`src/rtl/spike_event_encoder.sv`:
```
// Spike-event encoder: snapshots the spike vector on each timestep tick and
// serialises the set bits into {timestamp, index} FIFO words, lowest index first.
module spike_event_encoder #(
    parameter int N_NEURONS = 64,
    parameter int IDX_WIDTH = 6,
    parameter int TS_WIDTH  = 10,
    parameter int OVR_WIDTH = 8
) (
    input  logic                          clk,
    input  logic                          reset,
    input  logic                          tick,
    input  logic [N_NEURONS-1:0]          spikes,
    input  logic                          fifo_full,
    output logic                          wr,
    output logic [TS_WIDTH+IDX_WIDTH-1:0] data_out,
    output logic                          busy,
    output logic                          overrun,
    output logic [OVR_WIDTH-1:0]          ovr_count
);

    typedef enum logic [0:0] {
        ST_IDLE = 1'b0,
        ST_SCAN = 1'b1
    } state_t;

    state_t                 state_r;
    state_t                 next_s;
    logic [N_NEURONS-1:0]   snapshot_r;
    logic [N_NEURONS-1:0]   snap_clr_s;
    logic [TS_WIDTH-1:0]    ts_cnt_r;
    logic [TS_WIDTH-1:0]    ts_lat_r;
    logic                   overrun_r;
    logic [OVR_WIDTH-1:0]   ovr_count_r;
    logic [IDX_WIDTH-1:0]   idx_s;
    logic                   wr_s;
    logic                   ovr_tick_s;

    function automatic logic [IDX_WIDTH-1:0] lowest_set(input logic [N_NEURONS-1:0] v);
        logic [IDX_WIDTH-1:0] r;
        r = {IDX_WIDTH{1'b0}};
        for (int i = N_NEURONS - 1; i >= 0; i--) begin
            if (v[i]) begin
                r = IDX_WIDTH'(i);
            end else begin
                r = r;
            end
        end
        return r;
    endfunction

    // Event selection, write strobe and overrun detection
    always_comb begin
        idx_s      = lowest_set(snapshot_r);
        // v & (v-1) drops exactly the lowest set bit, i.e. the one being written
        snap_clr_s = snapshot_r & (snapshot_r - N_NEURONS'(1));
        wr_s       = 1'b0;
        ovr_tick_s = 1'b0;
        if (state_r == ST_SCAN) begin
            wr_s       = (snapshot_r != {N_NEURONS{1'b0}}) && !fifo_full;
            ovr_tick_s = tick;
        end else begin
            wr_s       = 1'b0;
            ovr_tick_s = 1'b0;
        end
    end

    // Next-state logic
    always_comb begin
        next_s = state_r;
        case (state_r)
            ST_IDLE: begin
                if (tick && (spikes != {N_NEURONS{1'b0}})) begin
                    next_s = ST_SCAN;
                end else begin
                    next_s = ST_IDLE;
                end
            end
            ST_SCAN: begin
                if (wr_s && (snap_clr_s == {N_NEURONS{1'b0}})) begin
                    next_s = ST_IDLE;
                end else begin
                    next_s = ST_SCAN;
                end
            end
            default: next_s = ST_IDLE;
        endcase
    end

    // State, snapshot, timestamp and overrun registers
    always_ff @(posedge clk) begin
        if (reset) begin
            state_r     <= ST_IDLE;
            snapshot_r  <= {N_NEURONS{1'b0}};
            ts_cnt_r    <= {TS_WIDTH{1'b0}};
            ts_lat_r    <= {TS_WIDTH{1'b0}};
            overrun_r   <= 1'b0;
            ovr_count_r <= {OVR_WIDTH{1'b0}};
        end else begin
            state_r <= next_s;
            if (tick) begin
                ts_cnt_r <= ts_cnt_r + {{(TS_WIDTH-1){1'b0}}, 1'b1};
            end
            if ((state_r == ST_IDLE) && tick) begin
                snapshot_r <= spikes;
                ts_lat_r   <= ts_cnt_r;
            end else if (wr_s) begin
                snapshot_r <= snap_clr_s;
            end
            if (ovr_tick_s) begin
                overrun_r <= 1'b1;
                if (ovr_count_r != {OVR_WIDTH{1'b1}}) begin
                    ovr_count_r <= ovr_count_r + {{(OVR_WIDTH-1){1'b0}}, 1'b1};
                end
            end
        end
    end

    assign wr        = wr_s;
    assign busy      = (state_r == ST_SCAN);
    assign data_out  = (state_r == ST_SCAN) ? {ts_lat_r, idx_s} : {(TS_WIDTH+IDX_WIDTH){1'b0}};
    assign overrun   = overrun_r;
    assign ovr_count = ovr_count_r;

endmodule

```
`config.mk`:
```
export PLATFORM = sky130hd
export DESIGN_NAME = spike_event_encoder
export DESIGN_NICKNAME = d
export VERILOG_FILES = /design/src/rtl/spike_event_encoder.sv
export SDC_FILE = /design/constraint.sdc
export NUM_CORES = 1
export LEC_CHECK = 0
export BUFFER_PORTS_ARGS = -buffer_cell sky130_fd_sc_hd__buf_4
export CAP_MARGIN = 20
export CORE_MARGIN = 2
export CORE_UTILIZATION = 31
export DETAILED_ROUTE_END_ITERATION = 12
export GPL_TIMING_DRIVEN = 0
export HOLD_SLACK_MARGIN = 0.02
export PLACE_DENSITY = 0.53
export SETUP_SLACK_MARGIN = 0.5
export SLEW_MARGIN = 0
export SYNTH_ARGS = -nofsm -noshare
export SYNTH_HDL_FRONTEND = slang
export SYNTH_SLANG_ARGS = --single-unit
```
`constraint.sdc`:
```
create_clock -name clk -period 5.8 [get_ports clk]
set_input_delay 0.87 -clock clk [delete_from_list [all_inputs] [get_ports clk]]
set_output_delay 0.87 -clock clk [all_outputs]
set_load 0.01 [all_outputs]
```
==> impl_metrics.csv, run 1 <==
group,metric,value,unit
power,power.density,253.6,mW/mm^2
placed_design,dp.cells,1098,
power,p_sw_share,35.26,%
global_routing,grt_max_degree,17,
synthesis,synth_area_leader_cell,"dfxtp_1",
die,fp.dieW,140.1,um
power,pwr-share-seq,40.6,%
final_layout,insertedDiodeCount,0,
synthesis,synth_top_family_by_area,"simple AND/OR/NAND/NOR gates",
synthesis,synth_xor_area_share,1.983,%
cts,path_clk_slew,0.07,ns
cts,cts_resized,0,
setup_path,critPathCaptureType,"output pin",
setup_path,crit_path_max_fanout,10,
sta,fmax,0.2215,GHz
die,core_area,0.01809,mm^2
final_layout,fin_util,38.73,%
drt,wl_per_cell,20.88,um
sta,fin_ws,1.286,ns
final_layout,finish.net_count,950,
sta,slew_viol_final,0,
placed_design,place.gp.congestion,0.9505,
final_layout,mostFrequentLayoutCell,"nand2_1",
final_layout,final_area,0.007004,mm^2
cts,cts_sinks,94,
sta,skew,0.01413,ns
cts,ctsHoldBuffers,0,
power,p_switching,0.6263,mW
synthesis,synthSimpleGateAreaFrac,33.65,%
drt,drt_iter0_markers,669,
die,die_y,140.1,um
setup_path,crit_path_start_kind,"flip-flop",
power,power,1.776,mW
synthesis,synthCells,776,
global_routing,grt_overflow,0,
cts,post_cts_buffers,0,
die,io_pins,95,
placed_design,io_buffers,92,
cts,htreeDepth,3,
min_path,hold_class,"reg2reg",
placed_design,dpl.hpwl,17.22,mm
placed_design,place_area,0.006729,mm^2
synthesis,synth_top_area_share,32.77,%
drt,routed_wl,23.26,mm
sta,setup_viol,0,
synthesis,syn_nets,846,
setup_path,cp_data_required_time,4.93,ns
global_routing,grt_pass1_wl,36.05,mm
sta,tightestPinTransition,1.038,ns
synthesis,async_flop_share,0,%
die,rows,49,
synthesis,synth_compound_area_share,22.40,%
power,p_comb_share,26.6,%
synthesis,ys_seq_area_share,32.77,%
cts,max-clock-path-buffers,2,
global_routing,track_usage,23.71,%
sta,fin_crit_sh,77.82,%
sta,rsz0062_at_grt,"false",
drt,drt_first_pass_iters,11,
die,die_area,0.01963,mm^2
drt,drc,8,
synthesis,synth_mux_area_share,2.092,%
synthesis,ys.flop_type,"dfxtp_1",
setup_path,worstPathArrival,3.64,ns
cts,cts_tree,"yes",
power,p_int,1.150,mW
final_layout,syn_to_final_growth,21.99,%
setup_path,path_class,"reg2out",
synthesis,synth_cell_types,69,
power,pwr-share-clk,32.8,%
synthesis,synthAdderAreaFrac,0.7845,%
sta,holdWs,0.4549,ns
final_layout,stdcell_count,1114,
final_layout,final_cell_mix,"nand2_1 (107), nor2_1 (105), dfxtp_1 (94)",
cts,cts-root-buf,"clkbuf_16",
sta,relSlewSlack,30.83,%
die,start_util,31.75,%
synthesis,syn_area_per_cell,7.399,um^2
synthesis,synth_area,0.005742,mm^2
drt,vias_per_cell,5.768,
placed_design,place_ws,1.755,ns
synthesis,synth_seq_cells,94,
synthesis,ys_warn_count,0,
outcome,violations,"design-rule violations",
global_routing,antenna_found_initial,0,
cts,clkLatencyLatePin,0.36,ns
sta,hold_viol,0,
synthesis,synth_edf_count,0,
sta,layout_min_cycle_time,4.514,ns
outcome,status,"complete, but fails checks",
drt,postRouteAntennaNets,0,
job,drv_cap,0,
cts,cts_buffers,9,
synthesis,yosys-top-cells-area,"dfxtp_1 (33%), nand2_1 (7.0%), nor2_1 (6.9%), a21oi_1 (5.1%), nor4_1 (4.7%)",
global_routing,first_global_vias,6136,
drt,via_count,6425,
final_layout,drive_gt1_share,16.05,%
power,vdd_drop_max,159.0,uV
power,leakagePower,2.573,nW
sta,tns,0,ns
power groups by stage:
stage                     combinational [mW]  clock (mW)  sequential, mW
final                                  0.473       0.583           0.721
after detailed placement               0.463           0           0.734
after global routing                   0.514       0.609           0.727
after floorplan                        0.292           0           0.723
after CTS                              0.465       0.585           0.719
after global placement                 0.463           0           0.734
synth_stat cells (all sizes together), types with 4 or more instances:
cell type / count
o211ai: 7
nand3: 19
nor4: 48
a31oi: 4
o21bai: 4
o21a: 5
a211oi: 8
a221oi: 17
mux2i: 12
dfxtp: 94
a21oi: 59
inv: 17
nand2: 108
or3: 5
a2111oi: 4
buf: 13
o22ai: 5
xor2: 10
and3: 8
nor2: 105
and2: 10
a311oi: 4
nor3: 41
or4: 11
o31ai: 10
o311ai: 6
o21ai: 27
nand4: 20
clkbuf: 47
worst max-delay path, cell delays in order (launching register included):
cell and delay (ns):
dfxtp_1 0.30, clkbuf_1 0.22, nor4_2 0.78, nand4bb_2 0.27
nor3_2 0.48, a211o_2 0.28, inv_4 0.06, buf_2 0.21
buf_1 0.39, buf_4 0.28
cell families after synthesis:
| group | Yosys count |
|---|---|
| AO/OA/AOI/OAI | 189 |
| AND/OR/NAND/NOR | 387 |
| buffers and inverters | 77 |
| XOR/XNOR | 13 |
| adder cells (fa/ha/maj) | 4 |
| multiplexers | 12 |
| flip-flops | 94 |
flip-flops by register name, summed over array words and instances, names as in the netlist:
name / count
overrun: 1
busy: 1
ts_lat_r: 10
ovr_count: 8
ts_cnt_r: 10
snapshot_r: 64
final cells by class:
| type | instances | area (um^2) |
|---|---|---|
| Inverter | 17 | 66.31 |
| Clock buffer | 10 | 229.0 |
| Clock inverter | 6 | 46.29 |
| Tap cell | 229 | 286.5 |
| Timing Repair Buffer | 93 | 700.7 |
| Multi-Input combinational cell | 605 | 3497 |
| Fill cell | 1934 | 11080 |
| Buffer | 60 | 296.5 |
| Sequential cell | 94 | 1882 |
per-layer routing:
layer  GRT usage (%)  share of wire (%)
met3           4.923                9.0
met5               0                  0
met2           36.17                 44
met4           8.240                2.9
met1           33.28                 44
path summary, 6_finish.rpt:
path | endpoint | slack [ns] | from | cells after the start
worst min-delay path | ts_lat_r[5] | 0.45 | ts_lat_r[5] | 2
worst max-delay path | wr | 1.29 | snapshot_r[16] | 9
worst min register to register | ts_lat_r[5] | 0.45 | ts_lat_r[5] | 2
worst max register to register | busy | 1.99 | snapshot_r[16] | 9
(Power assumes the default switching activity.)
==> inputs of run 2 (changes only) <==
- PLACE_DENSITY: 0.53 -> 0.55
- clock period: 5.8 -> 3.8 ns (I/O delays scaled with it)
==> run 2 against run 1 <==
  * The flow still finishes with violations (design-rule violations)
  * Critical path depth shrank 1
  * Hold slack is essentially flat
  * Power grew 58%
  * Combinational power grew 64%
  * Wire length grew 2.0%
  * Highest routed layer unchanged
  * Global-route usage grew 0.38 points
  * Largest cell class unchanged
  * Clock power grew 59%
  * Non-clock buffer count grew 8
  * Cell area grew 3.7%
  * Die area is the same
==> impl_metrics.csv, run 2 (same netlist as run 1, synthesis figures left out) <==
group,metric,value,unit
setup_path,path_class,"reg2reg",
sta,layout_min_cycle_time,3.253,ns
global_routing,antenna_found_initial,0,
global_routing,first_global_vias,6245,
sta,fin_ws,0.5472,ns
cts,clkLatencyLatePin,0.36,ns
setup_path,path_cells,"buf_4 > or4_1 > or4_4 > or4_4 > a222oi_1 > nand4_1 > nor4_1 > a41oi_1",
cts,htreeDepth,3,
drt,routed_wl,23.72,mm
drt,vias_per_cell,5.903,
drt,drc,8,
die,core_area,0.01809,mm^2
global_routing,track_usage,24.08,%
sta,fmax,0.3074,GHz
setup_path,cp-startpoint,"snapshot_r[35]",
power,p_sw_share,33.81,%
cts,cts_buffers,9,
setup_path,crit_path_start_kind,"flip-flop",
placed_design,place_ws,0.03320,ns
drt,drt_iter0_markers,649,
power,p_comb_share,27.6,%
cts,cts-root-buf,"clkbuf_16",
cts,max-clock-path-buffers,2,
sta,fin_crit_sh,85.60,%
setup_path,critPathCapture,"busy",
power,p_int,1.862,mW
sta,hold_viol,0,
cts,cts_tree,"yes",
final_layout,insertedDiodeCount,0,
sta,rsz0062_at_grt,"true",
final_layout,largest_register_ffs,64,
setup_path,crit_top_cell,"or4_4",
setup_path,r2r_start,"snapshot_r[35]",
sta,slew_viol_final,0,
placed_design,place.gp.congestion,0.9568,
global_routing,grt_overflow,0,
setup_path,r2r_cells,8,
min_path,hold_class,"reg2reg",
sta,tightestPinTransition,1.042,ns
sta,setup_viol,0,
placed_design,dp.cells,1098,
final_layout,n_fill_cell,1904,
sta,relSlewSlack,30.55,%
power,power,2.814,mW
final_layout,mostFrequentLayoutCell,"nand2_1",
setup_path,worstPathArrival,3.44,ns
drt,postRouteAntennaNets,0,
setup_path,cp_data_required_time,3.98,ns
setup_path,rrSetupSlack,0.55,ns
sta,skew,0.01325,ns
setup_path,critPathSlowestCell,"or4_4",
global_routing,grt_max_degree,15,
setup_path,r2r_end,"busy",
setup_path,slowest_delay,0.58,ns
die,fp.dieW,140.1,um
die,io_pins,95,
drt,drt_first_pass_iters,10,
power,vdd_drop_max,246.6,uV
final_layout,final_cell_mix,"nand2_1 (107), nor2_1 (103), buf_4 (101)",
final_layout,drive_gt1_share,18.52,%
sta,holdWs,0.4549,ns
final_layout,finish.net_count,958,
drt,via_count,6611,
outcome,status,"complete, but fails checks",
setup_path,critPathCaptureType,"flip-flop",
power,power.density,387.3,mW/mm^2
final_layout,largestRegisters,"snapshot_r (64), ts_cnt_r (10), ts_lat_r (10)",
die,die_area,0.01963,mm^2
power,leakagePower,2.683,nW
final_layout,syn_to_final_growth,26.52,%
die,die_y,140.1,um
final_layout,stdcell_count,1120,
final_layout,largest_register,"snapshot_r",
power,pwr-share-seq,39.4,%
global_routing,grt_pass1_wl,36.48,mm
die,start_util,31.75,%
cts,path_clk_slew,0.07,ns
outcome,violations,"design-rule violations",
placed_design,dpl.hpwl,17.26,mm
die,rows,49,
drt,wl_per_cell,21.18,um
placed_design,io_buffers,92,
setup_path,crit_path_max_fanout,9,
cts,cts_sinks,94,
cts,ctsHoldBuffers,0,
job,drv_cap,0,
power,p_switching,0.9514,mW
power,pwr-share-clk,33.0,%
==> run 2: worst max-delay path, delay by kind of cell (launching register included) <==
family,cells,cell delay [ns]
and+or+nand+nor,5,2.05
DFF,1,0.30
AOI/OAI and AO/OA,2,0.56
buffers and inverters,1,0.17
==> run 2: worst min-delay path by stage <==
stage / to / cells after the start / start
6_report: ts_lat_r[9] / 2 / ts_lat_r[9]
5_1_grt: snapshot_r[25] / 2 / reset
4_1_cts: snapshot_r[25] / 2 / reset
3_5_place_dp: ts_lat_r[5] / 2 / ts_lat_r[5]
3_3_place_gp: ts_lat_r[9] / 2 / ts_lat_r[9]
2_1_floorplan: ts_lat_r[0] / 2 / ts_lat_r[0]
==> run 2: per-layer routing <==
metal / share of wire (%) / wire length (um) / global-route usage [%]
met1: 44 / 10480 / 33.38
met2: 44 / 10440 / 37.54
met3: 8.8 / 2080 / 4.308
met4: 3.0 / 720 / 8.931
met5: 0 / 0 / 0
==> run 2: final cells by class <==
| class | count | area, um^2 | area share (%) |
|---|---|---|---|
| Buffer | 60 | 322.8 | 4.444 |
| Clock buffer | 11 | 242.7 | 3.341 |
| Clock inverter | 3 | 46.29 | 0.6373 |
| Inverter | 17 | 66.31 | 0.9128 |
| Multi-Input combinational cell | 605 | 3660 | 50.38 |
| Sequential cell | 94 | 1884 | 25.94 |
| Tap cell | 229 | 286.5 | 3.944 |
| Timing Repair Buffer | 101 | 755.7 | 10.40 |
==> run 2: power by group through the flow <==
stage | clock, mW | combinational [mW] | sequential (mW)
6_report | 0.928 | 0.777 | 1.11
5_1_grt | 0.983 | 0.838 | 1.11
4_1_cts | 0.945 | 0.735 | 1.10
3_5_place_dp | 0 | 0.705 | 1.12
3_3_place_gp | 0 | 0.707 | 1.12
2_1_floorplan | 0 | 0.446 | 1.10
==> run 2: what timing repair did <==
item	4_1_cts	5_1_grt
resized for setup	18	25
buffers inserted	3	5
endpoints found under the hold margin	0	0
endpoints found under the setup margin	15	4
pin swaps	2	10
==> run 2: metrics by stage <==
stage	utilization [%]	TNS, ns	area (um^2)
finish	40.17	0	7264
detailed placement	37.18	0	6724
global route	40.17	0	7264
CTS	39.48	0	7141
floorplan	-	0	5742
global placement	37.15	-0.3572	6719
==> inputs of run 3 (changes only) <==
- CTS_BUF_LIST: unset -> sky130_fd_sc_hd__clkbuf_8 sky130_fd_sc_hd__clkbuf_16
- RECOVER_POWER: unset -> 25
==> run 3 against run 2 <==
  * The run still ends with design-rule violations left
  * Hold slack is essentially flat
  * Count of clock-buffer cells in the layout shrank 1
  * Flip-flop and latch count is the same
  * Register-to-register slack lost 0.05 ns
  * Sequential power is essentially flat
  * Clock power is essentially flat
  * Die area is the same
  * Largest power group unchanged
  * Cell area shrank 0.79%
  * Critical path depth is the same
  * Wire length grew 0.24%
  * Power shrank 0.22%
  * Global-route usage is the same
  * Critical path type unchanged
==> impl_metrics.csv, run 3 (same netlist as run 1, synthesis figures left out) <==
group,metric,value,unit
final_layout,largest_register_ffs,64,
final_layout,finish.net_count,958,
global_routing,antenna_found_initial,0,
sta,slew_viol_final,0,
job,drv_cap,0,
die,die_y,140.1,um
power,vdd_drop_max,247.0,uV
placed_design,place.gp.congestion,0.9568,
setup_path,r2r_end,"busy",
sta,tns,0,ns
die,rows,49,
global_routing,first_global_vias,6245,
final_layout,final_cell_mix,"nand2_1 (107), nor2_1 (103), dfxtp_1 (92)",
power,power,2.808,mW
final_layout,insertedDiodeCount,0,
sta,fmax,0.3025,GHz
drt,drt_iter0_markers,669,
cts,cts-root-buf,"clkbuf_16",
setup_path,rrSetupSlack,0.49,ns
global_routing,grt_pass1_wl,36.48,mm
setup_path,path_class,"reg2reg",
die,start_util,31.75,%
min_path,hold_class,"reg2reg",
setup_path,crit_path_start_kind,"flip-flop",
setup_path,cp-startpoint,"snapshot_r[35]",
min_path,min_path_cells,2,
placed_design,io_buffers,92,
placed_design,dpl.hpwl,17.26,mm
cts,cts_buffers,9,
final_layout,final_area,0.007207,mm^2
die,io_pins,95,
sta,hold_viol,0,
setup_path,worstPathArrival,3.48,ns
sta,rsz0062_at_grt,"true",
power,leakagePower,2.634,nW
drt,routed_wl,23.78,mm
global_routing,track_usage,24.08,%
drt,postRouteAntennaNets,0,
sta,layout_min_cycle_time,3.306,ns
outcome,violations,"design-rule violations",
final_layout,syn_to_final_growth,25.52,%
global_routing,grt_overflow,0,
power,pwr-share-seq,39.5,%
cts,clkLatencyLatePin,0.36,ns
drt,drt_first_pass_iters,11,
power,p_int,1.855,mW
power,pwr-share-clk,33.0,%
cts,path_clk_slew,0.07,ns
setup_path,critPathCapture,"busy",
setup_path,critPathCaptureType,"flip-flop",
sta,tightestPinTransition,1.035,ns
power,power.density,389.6,mW/mm^2
outcome,status,"complete, but fails checks",
sta,skew,0.01286,ns
cts,cts_sinks,94,
power,p_switching,0.9526,mW
die,die_area,0.01963,mm^2
cts,max-clock-path-buffers,2,
sta,setup_viol,0,
final_layout,mostFrequentLayoutCell,"nand2_1",
global_routing,grt_max_degree,15,
final_layout,drive_gt1_share,17.17,%
placed_design,place_area,0.006724,mm^2
sta,holdWs,0.4552,ns
cts,htreeDepth,3,
cts,cts_tree,"yes",
setup_path,crit_path_max_fanout,9,
final_layout,largest_register,"snapshot_r",
setup_path,cp_data_required_time,3.98,ns
power,p_sw_share,33.93,%
setup_path,r2r_start,"snapshot_r[35]",
sta,fin_crit_sh,87.00,%
drt,wl_per_cell,21.23,um
power,p_comb_share,27.5,%
setup_path,r2r_cells,8,
final_layout,largestRegisters,"snapshot_r (64), ts_cnt_r (10), ts_lat_r (10)",
die,core_area,0.01809,mm^2
sta,relSlewSlack,30.97,%
drt,vias_per_cell,5.917,
die,fp.dieW,140.1,um
drt,via_count,6627,
drt,drc,7,
-- run 3: changes by cell type in the layout (fill, tap and decap cells not counted), sizes merged --
cell,delta
clkbuf,+9
buf,-10
inv,+1
-- run 3: timing repair --
item                                    CTS  global route
pin swaps                                 2            10
buffers inserted                          3             5
hold buffers                              0             0
resized for setup                        18            25
endpoints found under the setup margin   15             4
-- run 3: worst min-delay path by stage --
stage,from,endpoint,slack (ns)
after global placement,ts_lat_r[9],ts_lat_r[9],0.44
after CTS,reset,snapshot_r[25],0.45
after global routing,spikes[53],snapshot_r[53],0.47
after floorplan,ts_lat_r[0],ts_lat_r[0],0.43
final,ts_lat_r[9],ts_lat_r[9],0.46
after detailed placement,ts_lat_r[5],ts_lat_r[5],0.45
-- run 3: metrics by stage --
stage               setup WS, ns  instances  utilization, %
floorplan                 0.9081        776               -
global placement         -0.3572       1097           37.15
detailed placement       0.03320       1098           37.18
CTS                       0.4172       1115           39.48
global route              0.4538       1120           39.85
finish                    0.4940       1120           39.85
-- run 3: routing by layer --
metal  track usage, %  vias to the layer above  share of wire (%)
met5                0                        -                  0
met4            8.931                        0                3.0
met3            4.308                       51                8.2
met2            37.54                      331                 44
met1            33.38                     3140                 45
li1                 -                     3105                  -
-- run 3: worst max-delay path, stage by stage, from the launching register on --
cell and delay [ns]:
dfxtp_1 0.30, buf_4 0.17, or4_1 0.57, or4_4 0.47
or4_4 0.58, a222oi_1 0.36, nand4_1 0.20, nor4_1 0.26
a41oi_1 0.23
-- run 3: area by class of cell --
| class | count | area (um^2) |
|---|---|---|
| clock inverters | 4 | 50.05 |
| inverters | 17 | 66.31 |
| fillers | 1918 | 10880 |
| repair buffers | 101 | 718.2 |
| flip-flops and latches | 94 | 1884 |
| multi-input cells | 605 | 3660 |
| well taps | 229 | 286.5 |
| plain buffers | 60 | 302.8 |
| clock buffers | 10 | 239.0 |
-- run 3: power by group through the flow --
stage	registers, mW	clock network, mW	logic [mW]
global route	1.11	0.980	0.834
global placement	1.12	0	0.707
finish	1.11	0.927	0.773
detailed placement	1.12	0	0.705
floorplan	1.10	0	0.446
CTS	1.10	0.943	0.735
